[config.mk]
export PLATFORM = sky130hd
export DESIGN_NAME = vx_victim_sel_flat
export DESIGN_NICKNAME = d
export VERILOG_FILES = /design/src/rtl/vx_victim_sel_if.sv /design/src/rtl/vx_victim_sel.sv /design/src/flat_wrapper.sv
export SDC_FILE = /design/constraint.sdc
export NUM_CORES = 1
export LEC_CHECK = 0
export CORE_MARGIN = 2
export CORE_UTILIZATION = 40
export DETAILED_ROUTE_END_ITERATION = 16
export GPL_ROUTABILITY_DRIVEN = 0
export PLACE_DENSITY = 0.71
export SETUP_SLACK_MARGIN = 0.15
export SLEW_MARGIN = 0
export SYNTH_ARGS = -nofsm -noshare
export SYNTH_HDL_FRONTEND = slang
export SYNTH_SLANG_ARGS = --single-unit
[constraint.sdc]
create_clock -name clk -period 3.8 [get_ports clk]
set_clock_uncertainty 0.05 [all_clocks]
set_input_delay 0.76 -clock clk [delete_from_list [all_inputs] [get_ports clk]]
set_output_delay 0.76 -clock clk [all_outputs]
set_load 0.01 [all_outputs]
[src/rtl/vx_victim_sel_if.sv]
// Request/response bundle between the miss path, the victim selector and the fill logic.
interface vx_victim_sel_if #(
    parameter int unsigned NUM_WAYS = 4
) ();
    localparam int unsigned WAY_BITS = $clog2(NUM_WAYS);

    logic                req_valid;
    logic                req_ready;
    logic [NUM_WAYS-1:0] req_valid_mask;
    logic [NUM_WAYS-1:0] req_lock_mask;
    logic                rsp_valid;
    logic                rsp_ready;
    logic [WAY_BITS-1:0] rsp_way;
    logic                rsp_evict;
    logic                rsp_none;

    modport master (
        output req_valid, req_valid_mask, req_lock_mask, rsp_ready,
        input  req_ready, rsp_valid, rsp_way, rsp_evict, rsp_none
    );

    modport slave (
        input  req_valid, req_valid_mask, req_lock_mask, rsp_ready,
        output req_ready, rsp_valid, rsp_way, rsp_evict, rsp_none
    );
endinterface

[src/rtl/vx_victim_sel.sv]
// Random-replacement victim selector: prefers invalid ways, never picks locked ways,
// resamples the PRNG a bounded number of times before a wrap-around scan.
module vx_victim_sel #(
    parameter int unsigned NUM_WAYS  = 4,
    parameter int unsigned RND_BITS  = 16,
    parameter int unsigned MAX_RETRY = 3
) (
    input  logic                clk,
    input  logic                reset,
    input  logic [RND_BITS-1:0] rnd,
    vx_victim_sel_if.slave      bus
);
    localparam int unsigned WAY_BITS = $clog2(NUM_WAYS);
    localparam int unsigned CNT_BITS = (MAX_RETRY > 0) ? $clog2(MAX_RETRY + 1) : 1;

    typedef enum logic [1:0] {
        S_IDLE = 2'd0,
        S_PICK = 2'd1,
        S_RSP  = 2'd2
    } state_t;

    state_t              state, state_n;
    logic [NUM_WAYS-1:0] valid_q, valid_n;
    logic [NUM_WAYS-1:0] lock_q, lock_n;
    logic [CNT_BITS-1:0] retry_q, retry_n;
    logic                ready_q, ready_n;
    logic                rsp_valid_q, rsp_valid_n;
    logic [WAY_BITS-1:0] way_q, way_n;
    logic                evict_q, evict_n;
    logic                none_q, none_n;

    logic [NUM_WAYS-1:0] eligible;
    logic [NUM_WAYS-1:0] free;
    logic [WAY_BITS-1:0] cand;
    logic [WAY_BITS-1:0] free_idx;
    logic [WAY_BITS-1:0] fb_idx;
    logic [WAY_BITS-1:0] scan_idx;

    assign eligible = ~lock_q;
    assign free     = eligible & ~valid_q;
    assign cand     = rnd[WAY_BITS-1:0];

    if (RND_BITS > WAY_BITS) begin : g_rnd_high
        logic unused_rnd_high;
        assign unused_rnd_high = ^rnd[RND_BITS-1:WAY_BITS];
    end

    // Lowest free way, and first eligible way after cand in wrap-around order.
    always_comb begin
        free_idx = '0;
        fb_idx   = '0;
        scan_idx = '0;
        for (int i = int'(NUM_WAYS) - 1; i >= 0; i--) begin
            if (free[i]) free_idx = WAY_BITS'(i);
        end
        for (int k = int'(NUM_WAYS) - 1; k >= 1; k--) begin
            scan_idx = cand + WAY_BITS'(k);
            if (eligible[scan_idx]) fb_idx = scan_idx;
        end
    end

    always_comb begin
        state_n = state;
        valid_n = valid_q;
        lock_n  = lock_q;
        retry_n = retry_q;
        way_n   = way_q;
        evict_n = evict_q;
        none_n  = none_q;
        unique case (state)
            S_IDLE: begin
                if (bus.req_valid && ready_q) begin
                    valid_n = bus.req_valid_mask;
                    lock_n  = bus.req_lock_mask;
                    retry_n = '0;
                    state_n = S_PICK;
                end
            end
            S_PICK: begin
                if (eligible == '0) begin
                    way_n   = '0;
                    evict_n = 1'b0;
                    none_n  = 1'b1;
                    state_n = S_RSP;
                end else if (free != '0) begin
                    way_n   = free_idx;
                    evict_n = 1'b0;
                    none_n  = 1'b0;
                    state_n = S_RSP;
                end else if (eligible[cand]) begin
                    way_n   = cand;
                    evict_n = 1'b1;
                    none_n  = 1'b0;
                    state_n = S_RSP;
                end else if (32'(retry_q) < MAX_RETRY) begin
                    retry_n = retry_q + CNT_BITS'(1);
                end else begin
                    way_n   = fb_idx;
                    evict_n = 1'b1;
                    none_n  = 1'b0;
                    state_n = S_RSP;
                end
            end
            S_RSP: begin
                if (bus.rsp_ready) state_n = S_IDLE;
            end
            default: state_n = S_IDLE;
        endcase
        ready_n     = (state_n == S_IDLE);
        rsp_valid_n = (state_n == S_RSP);
    end

    always_ff @(posedge clk) begin
        if (!reset) begin
            state       <= S_IDLE;
            valid_q     <= '0;
            lock_q      <= '0;
            retry_q     <= '0;
            ready_q     <= 1'b0;
            rsp_valid_q <= 1'b0;
            way_q       <= '0;
            evict_q     <= 1'b0;
            none_q      <= 1'b0;
        end else begin
            state       <= state_n;
            valid_q     <= valid_n;
            lock_q      <= lock_n;
            retry_q     <= retry_n;
            ready_q     <= ready_n;
            rsp_valid_q <= rsp_valid_n;
            way_q       <= way_n;
            evict_q     <= evict_n;
            none_q      <= none_n;
        end
    end

    assign bus.req_ready = ready_q;
    assign bus.rsp_valid = rsp_valid_q;
    assign bus.rsp_way   = way_q;
    assign bus.rsp_evict = evict_q;
    assign bus.rsp_none  = none_q;
endmodule

[src/flat_wrapper.sv]
// flat-port wrapper written by rule: the top's interface ports become plain ports
module vx_victim_sel_flat 
#(
    parameter int unsigned NUM_WAYS  = 4,
    parameter int unsigned RND_BITS  = 16,
    parameter int unsigned MAX_RETRY = 3
)
  (clk, reset, rnd, bus_req_valid, bus_req_valid_mask, bus_req_lock_mask, bus_rsp_ready, bus_req_ready, bus_rsp_valid, bus_rsp_way, bus_rsp_evict, bus_rsp_none);
  vx_victim_sel_if #(.NUM_WAYS(NUM_WAYS)) bus_i ();
  input  logic clk;
  input  logic reset;
  input  logic [RND_BITS-1:0] rnd;
  input wire logic [$bits(bus_i.req_valid)-1:0] bus_req_valid;
  input wire logic [$bits(bus_i.req_valid_mask)-1:0] bus_req_valid_mask;
  input wire logic [$bits(bus_i.req_lock_mask)-1:0] bus_req_lock_mask;
  input wire logic [$bits(bus_i.rsp_ready)-1:0] bus_rsp_ready;
  output wire logic [$bits(bus_i.req_ready)-1:0] bus_req_ready;
  output wire logic [$bits(bus_i.rsp_valid)-1:0] bus_rsp_valid;
  output wire logic [$bits(bus_i.rsp_way)-1:0] bus_rsp_way;
  output wire logic [$bits(bus_i.rsp_evict)-1:0] bus_rsp_evict;
  output wire logic [$bits(bus_i.rsp_none)-1:0] bus_rsp_none;
  assign bus_i.req_valid = bus_req_valid;
  assign bus_i.req_valid_mask = bus_req_valid_mask;
  assign bus_i.req_lock_mask = bus_req_lock_mask;
  assign bus_i.rsp_ready = bus_rsp_ready;
  assign bus_req_ready = bus_i.req_ready;
  assign bus_rsp_valid = bus_i.rsp_valid;
  assign bus_rsp_way = bus_i.rsp_way;
  assign bus_rsp_evict = bus_i.rsp_evict;
  assign bus_rsp_none = bus_i.rsp_none;
  vx_victim_sel #(.NUM_WAYS(NUM_WAYS), .RND_BITS(RND_BITS), .MAX_RETRY(MAX_RETRY)) u_core (.clk(clk), .reset(reset), .rnd(rnd), .bus(bus_i));
endmodule
# Word-level counts from Yosys, hierarchy flattened
# Cells that the tools add are included.
[totals] memories=0 romBits=0 output_inout_bits=6 inputBits=28 latchBits=0 word_cells=79 ramBits=0 reg_bits=18
[op_classes] order_cmp=5 reduce_logical=9 n_eq_ne=9 div=0 n_shift=0 n_mul=0 bitwise=3 muxes=40 addsub=4
[op_table] cell="$mux W2" n=22
[op_table] cell="$lt A2 B3 Y1 const B" n=4
[op_table] cell="$mux W1" n=12
[op_table] cell="$bmux W1 S2" n=4
[op_table] cell="$not A4 Y4" n=2
[op_table] cell="$ne A2 B2 Y1 const B" n=3
[op_table] cell="$pmux W2 S3" n=1
[op_table] cell="$reduce_and A6 Y1" n=1
[op_table] cell="$add A2 B1 Y2 const B" n=2
[op_table] cell="$add A2 B2 Y2 const B" n=2
[op_table] cell="$and A4 B4 Y4" n=1
[op_table] cell="$eq A2 B2 Y1 const B" n=2
[op_table] cell="$logic_not A2 Y1" n=2
[op_table] cell="$logic_not A4 Y1" n=1
[op_table] cell="$ne A2 B1 Y1 const B" n=2
[op_table] cell="$ne A4 B1 Y1 const B" n=1
[op_table] cell="$pmux W2 S2" n=1
[op_table] cell="$reduce_and A2 Y1" n=2
[op_table] cell="$reduce_bool A4 Y1" n=1
[op_table] cell="$eq A2 B1 Y1 const B" n=1
[op_table] cell="$lt A2 B2 Y1 const B" n=1
[op_table] cell="$reduce_bool A2 Y1" n=1
[op_table] cell="$logic_and A1 B1 Y1" n=1

# Longest topological paths before layout
# Gate-level depths: netlist (run 1).
[depth] word_depth=10 depth_mapped=6 ltp_nobuf=6

# Worst setup path after synthesis (run 1)
# OpenSTA, ideal clock, no wires.
[synth_timing] path_type="input port to flip-flop" from="input rnd[1]" to="register u_core.way_q[1], in the netlist u_core.bus.rsp_way[1]" stages=5 path_buffers=0 setup_time_ns=0.127 arrival_ns=1.757 required_ns=3.623 setup_slack_ns=1.866 path_cell_list="mux4_2 -> nand2b_2 -> nor2_4 -> a31oi_4 -> o32ai_2"
[synth_via] elab_chain_len=10 word_cells_on_any_way=20 classes_between="add/sub: 3; eq/ne: 1; mux: 15; reduce/logical: 1"
[synth_lines] item="start, declared" line="flat_wrapper.sv:12" source="input logic [RND_BITS-1:0] rnd;"
[synth_lines] item="$add A2 B2 Y2" line="vx_victim_sel.sv:57" source="scan_idx = cand + WAY_BITS'(k);"
[synth_lines] item="$bmux W1 S2" line="vx_victim_sel.sv:58" source="if (eligible[scan_idx]) fb_idx = scan_idx;"
[synth_lines] item="$mux W1 (implied by the code)" line="vx_victim_sel.sv:58"
[synth_lines] item="$mux W2 (3 in a row)" line="vx_victim_sel.sv:58"
[synth_lines] item="$mux W2" line="vx_victim_sel.sv:95" source="end else if (32'(retry_q) < MAX_RETRY) begin"
[synth_lines] item="$mux W2" line="vx_victim_sel.sv:90" source="end else if (eligible[cand]) begin"
[synth_lines] item="$mux W2" line="vx_victim_sel.sv:85" source="end else if (free != '0) begin"
[synth_lines] item="$mux W2" line="vx_victim_sel.sv:80" source="if (eligible == '0) begin"
[synth_lines] item="end signal, assigned" line="vx_victim_sel.sv:131" source="way_q <= way_n;"
[synth_lines] item="end, declared" line="vx_victim_sel.sv:28" source="logic [WAY_BITS-1:0] way_q, way_n;"
# Parallel ways exist; a longest one is shown, timed or not. The select of a mux whose other input is x is not followed.
# A chain may end at the register's enable or synchronous reset.

# Worst setup path in the final report (run 1)
# Same ends and word-level chain as after synthesis.

==> reports/metrics.cfg, run 1 <==
[die]
ios = 34
initial_core_util = 0.4164
die_w_um = 54.55
die_h_um = 54.55
fp.coreArea_um2 = 2455
num_rows = 18
die_area_um2 = 2976

[global_route]
grt_pass1_wl_um = 3029
grtUsageTotal = 0.1450
antenna_found_initial = 0
grt_pass1_vias = 700
overflow = 0
grt_max_degree = 20

[critical_path]
r2r_slack_ps = 2140
crit_type = input port to flop
critical_path_required_ps = 3950
startpoint_type = input port
r2r-end = u_core.bus.rsp_way[1]$_SDFFE_PN0P_
arrival_ps = 2480
r2r-start = u_core.lock_q[3]$_SDFFE_PN0P_
cp_max_fo = 7
cp-end-kind = flop
setup.worst_path.start = rnd[1]
rr_worst_depth = 5
endpoint = u_core.bus.rsp_way[1]$_SDFFE_PN0P_

[clock_network]
cts-root-buf = clkbuf_4
post_cts_buffers = 0
cts.sinks = 18
cts_tree = built
clockBufferDepth = 2
cts_inserted_buffers = 3
clock_latency_ps = 300
path_clk_slew_ps = 100
ctsHoldBuffers = 0
cts_resized = 0
htree_levels = 1

[timing]
min_period_ps = 2331
period_share = 0.6134
rsz0062_at_grt = false
slew_headroom = 0.5934
setup_viol = 0
fmax_mhz = 429.0
finalHoldViolations = 0
slew_violations = 0
worst_pin_slew_ps = 608.1
fin_setup_tns_ps = 0
setup_slack_ps = 1469

[logic_synthesis]
yosysWarnings = 0
ys_types = 41
syn-num-nets = 138
postSynthAreaPerCell_um2 = 9.378
synth.yosys.seq_area_share = 0.3525
ys_seq_elements = 18
syn_area_um2 = 1022
synth_cells = 109

[routing]
wl_per_cell_um = 12.74
drc = 0
first_pass_iters = 4
avgViaCountPerCell = 5.355
routed_wl_um = 1975
vias = 830
initialDrtViolationCount = 21
antenna_left = 0

[finish]
diodes = 0
nFillCells = 226
layout_commonest_cell = clkdlybuf4s50_1
areaGrowthSynthToFinish_pct = 21.91
finalNetCount = 155
layout_common_cells = clkdlybuf4s50_1 (19), dfxtp_1 (18), nor2b_1 (12), nor2_1 (8), mux2i_1 (8)
register_area_um2 = 360.3
stdcell_count = 155
drive_gt1_frac = 0.1040
multiInputGateArea_um2 = 610.6

[power]
ir_drop_mv = 0.2127
p_leak_nw = 0.4159
p_per_area_nw_per_um2 = 356.3

[flow_run]
maxCapViolCount = 0

[hold_path]
hold_class = flop to flop
hold_start = u_core.bus.rsp_way[0]$_SDFFE_PN0P_

[outcome]
status = completed

[placement]
dp.cells = 151
hpwl_um = 1439
io_buffers = 19
pre_cts_slack_ps = 1153

## stage by stage
stage               instance area (um^2)  power [mW]    util  hold WS (ps)
global placement                    1210      0.3251  0.4929         398.4
detailed placement                  1210      0.3289  0.4929         415.0
floorplan                           1022      0.2947       -         428.6
finish                              1246      0.4441  0.5076         421.5
CTS                                 1246      0.4505  0.5076         432.1
global route                        1246      0.4682  0.5076         446.2
## final cells by class
type | count | area share
Multi-Input combinational cell | 81 | 0.4900
Sequential cell | 18 | 0.2892
Timing Repair Buffer | 19 | 0.1526
Tap cell | 30 | 0.03012
Clock buffer | 4 | 0.02912
Inverter | 3 | 0.009036
## synthesized netlist by cell type, drive strengths merged
cell / number / area share
nand3: 2 / 0.0098
o32ai: 1 / 0.016
nor4: 2 / 0.018
o21ai: 3 / 0.015
o22ai: 1 / 0.0061
a31oi: 2 / 0.027
nand2b: 3 / 0.021
buf: 4 / 0.026
mux4: 1 / 0.022
a22oi: 1 / 0.0073
mux2i: 8 / 0.078
dfxtp: 18 / 0.35
nor2: 9 / 0.040
nand4: 2 / 0.027
nor2b: 12 / 0.073
nor3b: 4 / 0.029
clkbuf: 3 / 0.013
o22a: 2 / 0.017
and2b: 1 / 0.0073
a21oi: 4 / 0.020
nor3: 4 / 0.036
inv: 3 / 0.011
nand2: 5 / 0.018
nor4b: 1 / 0.0086
and2: 2 / 0.012
nand3b: 2 / 0.015
ha: 1 / 0.012
o2bb2ai: 1 / 0.0086
o21a: 2 / 0.015
a32oi: 1 / 0.0086
o211ai: 2 / 0.015
a21o: 2 / 0.015
## flip-flops by register name, indices dropped and copies added (netlist names)
signal,flops
u_core.bus.req_ready,1
u_core.bus.rsp_evict,1
u_core.bus.rsp_none,1
u_core.bus.rsp_valid,1
u_core.bus.rsp_way,2
u_core.lock_q,4
u_core.retry_q,2
u_core.state,2
u_core.valid_q,4
## power by group
group	internal [mW]	switching (mW)
clock network	0.0585	0.0605
registers	0.203	0.0195
logic	0.0552	0.0473
total	0.317	0.127
## per-layer routing
metal	vias to the layer above	wire, um	global-route usage
li1	423	-	-
met1	378	923	0.1900
met2	25	917	0.2209
met3	4	89	0.02459
met4	0	43	0.08750
met5	-	0	0
## worst min-delay path by stage
stage                                                    end  slack [ps]  cells past startpoint
after global routing      u_core.bus.rsp_way[0]$_SDFFE_PN0P_         450                      2
after detailed placement  u_core.bus.rsp_way[0]$_SDFFE_PN0P_         420                      2
after global placement    u_core.bus.rsp_way[0]$_SDFFE_PN0P_         400                      2
final                     u_core.bus.rsp_way[0]$_SDFFE_PN0P_         420                      2
after floorplan           u_core.bus.rsp_way[0]$_SDFFE_PN0P_         430                      2
after CTS                 u_core.bus.rsp_way[0]$_SDFFE_PN0P_         430                      2
## critical path, stage by stage
cell,delay (ps)
clkdlybuf4s50_1,590
mux4_2,600
nand2b_2,140
nor2_4,70
a31oi_4,210
o32ai_2,100
## kinds of logic after synthesis
| logic type | after synthesis | share of synthesized area |
|---|---|---|
| AO/OA/AOI/OAI | 22 | 0.1689 |
| adder cells (fa/ha/maj) | 1 | 0.01224 |
| buffers and inverters | 10 | 0.05017 |
| flip-flops | 18 | 0.3525 |
| multiplexers | 9 | 0.1004 |
| AND/OR/NAND/NOR | 49 | 0.3158 |
Note: power is estimated with default switching activity, not from simulation.
==> inputs of run 2 (changes only) <==
PLACE_DENSITY = 0.74   (was 0.71)
clock period = 2.1 ns   (was 3.8 ns; I/O delays follow)
==> run 2 against run 1 <==
Net effect: combinational power up 93%; non-clock buffer count up 6; global-route usage up 2.0 points; critical endpoint unchanged; final cell count up 3.9%; first-iteration DRC count down 9.5%; sequential share of layout area down 1.1 points; clock power up 81%; design area up 4.0%.
==> reports/metrics.cfg, run 2 (synthesis gave the netlist of run 1 again) <==
[die]
fp.coreArea_um2 = 2455
die_h_um = 54.55
initial_core_util = 0.4164
num_rows = 18
ios = 34
die_area_um2 = 2976
die_w_um = 54.55

[critical_path]
startpoint_type = input port
cp-end-kind = flop
crit_buf_inv = 1
critical_path_required_ps = 2240
crit_type = input port to flop
cp_max_fo = 4
path_delay_family = multiplexers
cpMaxStageDelayCell = mux4_2
arrival_ps = 2030
crit_chain = clkdlybuf4s50_1 -> mux4_2 -> nand2b_4 -> nor2_4 -> a31oi_4 -> o32ai_2
critPathMaxStageDelay_ps = 590

[power]
ir_drop_mv = 0.3964
p_leak_nw = 0.4456
p_per_area_nw_per_um2 = 630.9
total_power_uw = 817.8

[timing]
worst_pin_slew_ps = 393.5
setup_viol = 0
finalHoldViolations = 0
period_share = 0.8995
rsz0062_at_grt = false
fmax_mhz = 529.4
slew_headroom = 0.7369
slew_violations = 0
setup_slack_ps = 211.1
min_period_ps = 1889

[placement]
io_buffers = 19
dp.cells = 157
hpwl_um = 1621
pre_cts_slack_ps = -94.67

[routing]
antenna_left = 0
met3WireLength_um = 119
initialDrtViolationCount = 19
routed_wl_um = 2157
vias = 858
first_pass_iters = 4
wl_per_cell_um = 13.40
dr_wl_met2_um = 1034
top_layer = met4
wl_met1_um = 993
avgViaCountPerCell = 5.329
drc = 0

[global_route]
grt_max_degree = 11
grt_pass1_vias = 748
overflow = 0
grt_pass1_wl_um = 3429
grtUsageTotal = 0.1653
antenna_found_initial = 0

[clock_network]
ctsHoldBuffers = 0
htree_levels = 1
path_clk_slew_ps = 100
cts.sinks = 18
cts_inserted_buffers = 3
cts-root-buf = clkbuf_4
clock_latency_ps = 300
cts_resized = 0
clockBufferDepth = 2
post_cts_buffers = 0
cts_tree = built

[finish]
stdcell_count = 161
finalNetCount = 161
final_core_util = 0.5280
multiInputGateArea_um2 = 615.6
nFillCells = 234
diodes = 0
areaGrowthSynthToFinish_pct = 26.81
register_area_um2 = 360.3
layout_commonest_cell = clkdlybuf4s50_1
drive_gt1_frac = 0.1450
top_regs = u_core.lock_q: 4 flops, u_core.valid_q: 4 flops
layout_common_cells = clkdlybuf4s50_1 (19), dfxtp_1 (18), nor2b_1 (12), nor2_1 (8), mux2i_1 (8)

[hold_path]
hold_class = flop to flop

[flow_run]
maxCapViolCount = 0

[outcome]
status = completed

## run 2: cell count changes in the layout (fill, tap and decap cells not counted)
cell / change
buf_4: +6
nand2b_4: +1
nand2b_2: -1
## run 2: final cells by class
type	count	share of cell area
Multi-Input combinational cell	81	0.4749
Sequential cell	18	0.2780
Timing Repair Buffer	25	0.1815
Tap cell	30	0.02896
Clock buffer	4	0.02799
Inverter	3	0.008687
## run 2: path summary, 6_finish.rpt
path / startpoint / endpoint / slack (ps) / cells after the start
max reg2reg: u_core.lock_q[3]$_SDFFE_PN0P_ / u_core.bus.rsp_way[1]$_SDFFE_PN0P_ / 420 / 5
min reg2reg: u_core.bus.rsp_way[0]$_SDFFE_PN0P_ / u_core.bus.rsp_way[0]$_SDFFE_PN0P_ / 410 / 2
min: u_core.bus.rsp_way[0]$_SDFFE_PN0P_ / u_core.bus.rsp_way[0]$_SDFFE_PN0P_ / 410 / 2
max: rnd[1] / u_core.bus.rsp_way[1]$_SDFFE_PN0P_ / 210 / 6
## run 2: metrics by stage
| step | instance area (um^2) | hold slack (ps) | setup TNS [ps] |
|---|---|---|---|
| after floorplan | 1022 | 428.6 | 0 |
| after global placement | 1255 | 401.7 | -268.5 |
| after detailed placement | 1255 | 399.1 | -409.3 |
| after CTS | 1291 | 414.9 | 0 |
| after global routing | 1296 | 439.2 | 0 |
| final | 1296 | 410.1 | 0 |
## run 2: worst min-delay path, delay by kind of cell, from the launching register on
kind | cells | cell delay (ps)
buffers and inverters | 1 | 50
flip-flops | 1 | 320
AO/OA/AOI/OAI | 1 | 60
## run 2: layer usage
layer,up-vias,global-route usage
li1,436,-
met1,393,0.2110
met2,27,0.2590
met3,2,0.04098
met4,0,0.07917
met5,-,0
## run 2: report_power, final
group	switching [mW]	total (mW)	internal, mW
logic	0.0891	0.199	0.110
registers	0.0358	0.403	0.367
clock network	0.109	0.215	0.106
==> inputs of run 3 (changes only) <==
ABC_AREA = 1   (was unset)
GPL_TIMING_DRIVEN = 0   (was unset)
==> run 3 against run 2 <==
Net effect: sequential cell count unchanged; via count increased by 7.6%; register-to-register slack improved by 210 ps; synthesized cell count increased by 31%; critical path type unchanged; critical endpoint is now u_core.bus.rsp_evict$_SDFFE_PN0P_.
==> reports/metrics.cfg, run 3 <==
[critical_path]
critPathMaxStageDelay_ps = 510
critical_path_required_ps = 2240
cp_max_fo = 6
startpoint_type = input port
arrival_ps = 1780
cpMaxStageDelayCell = clkdlybuf4s50_1
crit_type = input port to flop
crit_chain = clkdlybuf4s50_1 -> inv_1 -> nand2_1 -> nand2_4 -> nand2_2 -> o21ai_4 -> inv_2 -> o21ai_1 -> nor2_1
cp-end-kind = flop

[routing]
wl_per_cell_um = 10.28
drc = 0
routed_wl_um = 1994
vias = 923
antenna_left = 0
first_pass_iters = 4
initialDrtViolationCount = 9
avgViaCountPerCell = 4.758

[finish]
diodes = 0
final_core_util = 0.5139
finalNetCount = 195
layout_commonest_cell = nand2_1
layout_common_cells = nand2_1 (32), clkdlybuf4s50_1 (18), dfxtp_1 (18), nand3_1 (13)
fin_area_um2 = 1250
areaGrowthSynthToFinish_pct = 23.79
nFillCells = 238
top_regs = u_core.lock_q: 4 flops, u_core.valid_q: 4 flops
drive_gt1_frac = 0.1951

[placement]
io_buffers = 18
dpl-instance-area_um2 = 1227
hpwl_um = 1616

[logic_synthesis]
async_flop_share = 0
synth.most_common_cell = nand2_1
synth_common_cells = nand2_1 (32), dfxtp_1 (18), nand3_1 (13)
yosysWarnings = 0
postSynthAreaPerCell_um2 = 7.061
synth-edff-count = 0
synth.yosys.seq_area_share = 0.3569
synth_cells = 143
ys_types = 26
yosys-top-cells-area = dfxtp_1 (36%), nand2_1 (12%), nand3_1 (6.4%)
synth_ff_type = dfxtp_1
synth_top_area_cell = dfxtp_1
syn_area_um2 = 1010
synth_top_area_frac = 0.3569
ys_seq_elements = 18
syn-num-nets = 172

[clock_network]
clock_latency_ps = 290
cts_tree = built
cts_resized = 0
clockBufferDepth = 2
cts.sinks = 18
post_cts_buffers = 0
cts_inserted_buffers = 3
ctsHoldBuffers = 0
cts-root-buf = clkbuf_4
path_clk_slew_ps = 100
htree_levels = 1

[global_route]
antenna_found_initial = 0
grt_pass1_wl_um = 3353
grt_pass1_vias = 841
grtUsageTotal = 0.1562
grt_max_degree = 11
overflow = 0

[outcome]
status = completed

[timing]
fin_setup_tns_ps = 0
finalHoldViolations = 0
fmax_mhz = 606.4
slew_headroom = 0.7200
rsz0062_at_grt = false
worst_pin_slew_ps = 418.5
slew_violations = 0
setup_viol = 0
period_share = 0.7853
min_period_ps = 1649

[die]
initial_core_util = 0.4151
die_w_um = 54.24
die_area_um2 = 2942
fp.coreArea_um2 = 2432
num_rows = 18
ios = 34
die_h_um = 54.24

[power]
ir_drop_mv = 0.3724
p_leak_nw = 0.5535
p_per_area_nw_per_um2 = 569.3

[flow_run]
maxCapViolCount = 0

[hold_path]
hold_class = flop to flop

run 3: changes by cell type after synthesis, sizes merged, moves of 4 or more:
cell,before,now
a21oi,4,13
nor2,9,14
o21ai,3,11
nor3b,4,0
nand2,5,45
nor2b,12,0
mux2i,8,0
inv,3,17
nand3,2,14
run 3: path summary, 6_finish.rpt:
path,from,cells after the start,to,slack (ps)
worst min register to register,u_core.valid_q[3]$_SDFFE_PN0P_,2,u_core.valid_q[3]$_SDFFE_PN0P_,420
worst max register to register,u_core.lock_q[0]$_SDFFE_PN0P_,9,u_core.bus.rsp_evict$_SDFFE_PN0P_,630
worst max-delay path,rnd[1],9,u_core.bus.rsp_evict$_SDFFE_PN0P_,450
worst min-delay path,u_core.valid_q[3]$_SDFFE_PN0P_,2,u_core.valid_q[3]$_SDFFE_PN0P_,420
run 3: critical path: cells and delay by family:
kind	cells	cell delay [ps]
buffers and inverters	3	740
AO/OA/AOI/OAI	2	310
AND/OR/NAND/NOR	4	300
run 3: logic make-up (layout without fill, tap and decap cells):
family	Yosys count	in the layout	share of synthesized area
buf+inv	20	41	0.08550
fa+ha+maj	1	1	0.01239
flops	18	18	0.3569
simple gates	79	79	0.4052
compound gates	25	25	0.1400
run 3: power breakdown:
group	leakage, nW	internal, mW	total [mW]	switching [mW]
clock	0.0138	0.0668	0.171	0.104
sequential	0.147	0.362	0.376	0.0143
combinational	0.393	0.0717	0.164	0.0927
total	0.553	0.500	0.712	0.211
run 3: layout make-up:
class | count | area (um^2) | share of cell area
repair buffers | 18 | 180.2 | 0.1441
plain buffers | 3 | 20.02 | 0.01602
inverters | 17 | 66.31 | 0.05305
clock buffers | 3 | 22.52 | 0.01802
flip-flops and latches | 18 | 360.3 | 0.2883
well taps | 30 | 37.54 | 0.03003
multi-input cells | 105 | 563.0 | 0.4505
run 3: metrics by stage:
step	hold WS [ps]	cells	power (mW)	worst slack, ps
after global placement	397.3	191	0.5442	171.1
after detailed placement	407.2	191	0.5495	141.2
after floorplan	379.3	143	0.4936	639.0
after CTS	422.7	194	0.7163	437.5
final	417.2	194	0.7116	450.9
after global routing	434.4	194	0.7458	321.8
run 3: metal layers:
| metal | part of all wire | track usage | vias to the layer above |
|---|---|---|---|
| li1 | - | - | 509 |
| met1 | 0.45 | 0.1817 | 397 |
| met2 | 0.51 | 0.2831 | 13 |
| met3 | 0.026 | 0.02459 | 4 |
| met4 | 0.016 | 0.06250 | 0 |
| met5 | 0 | 0 | - |
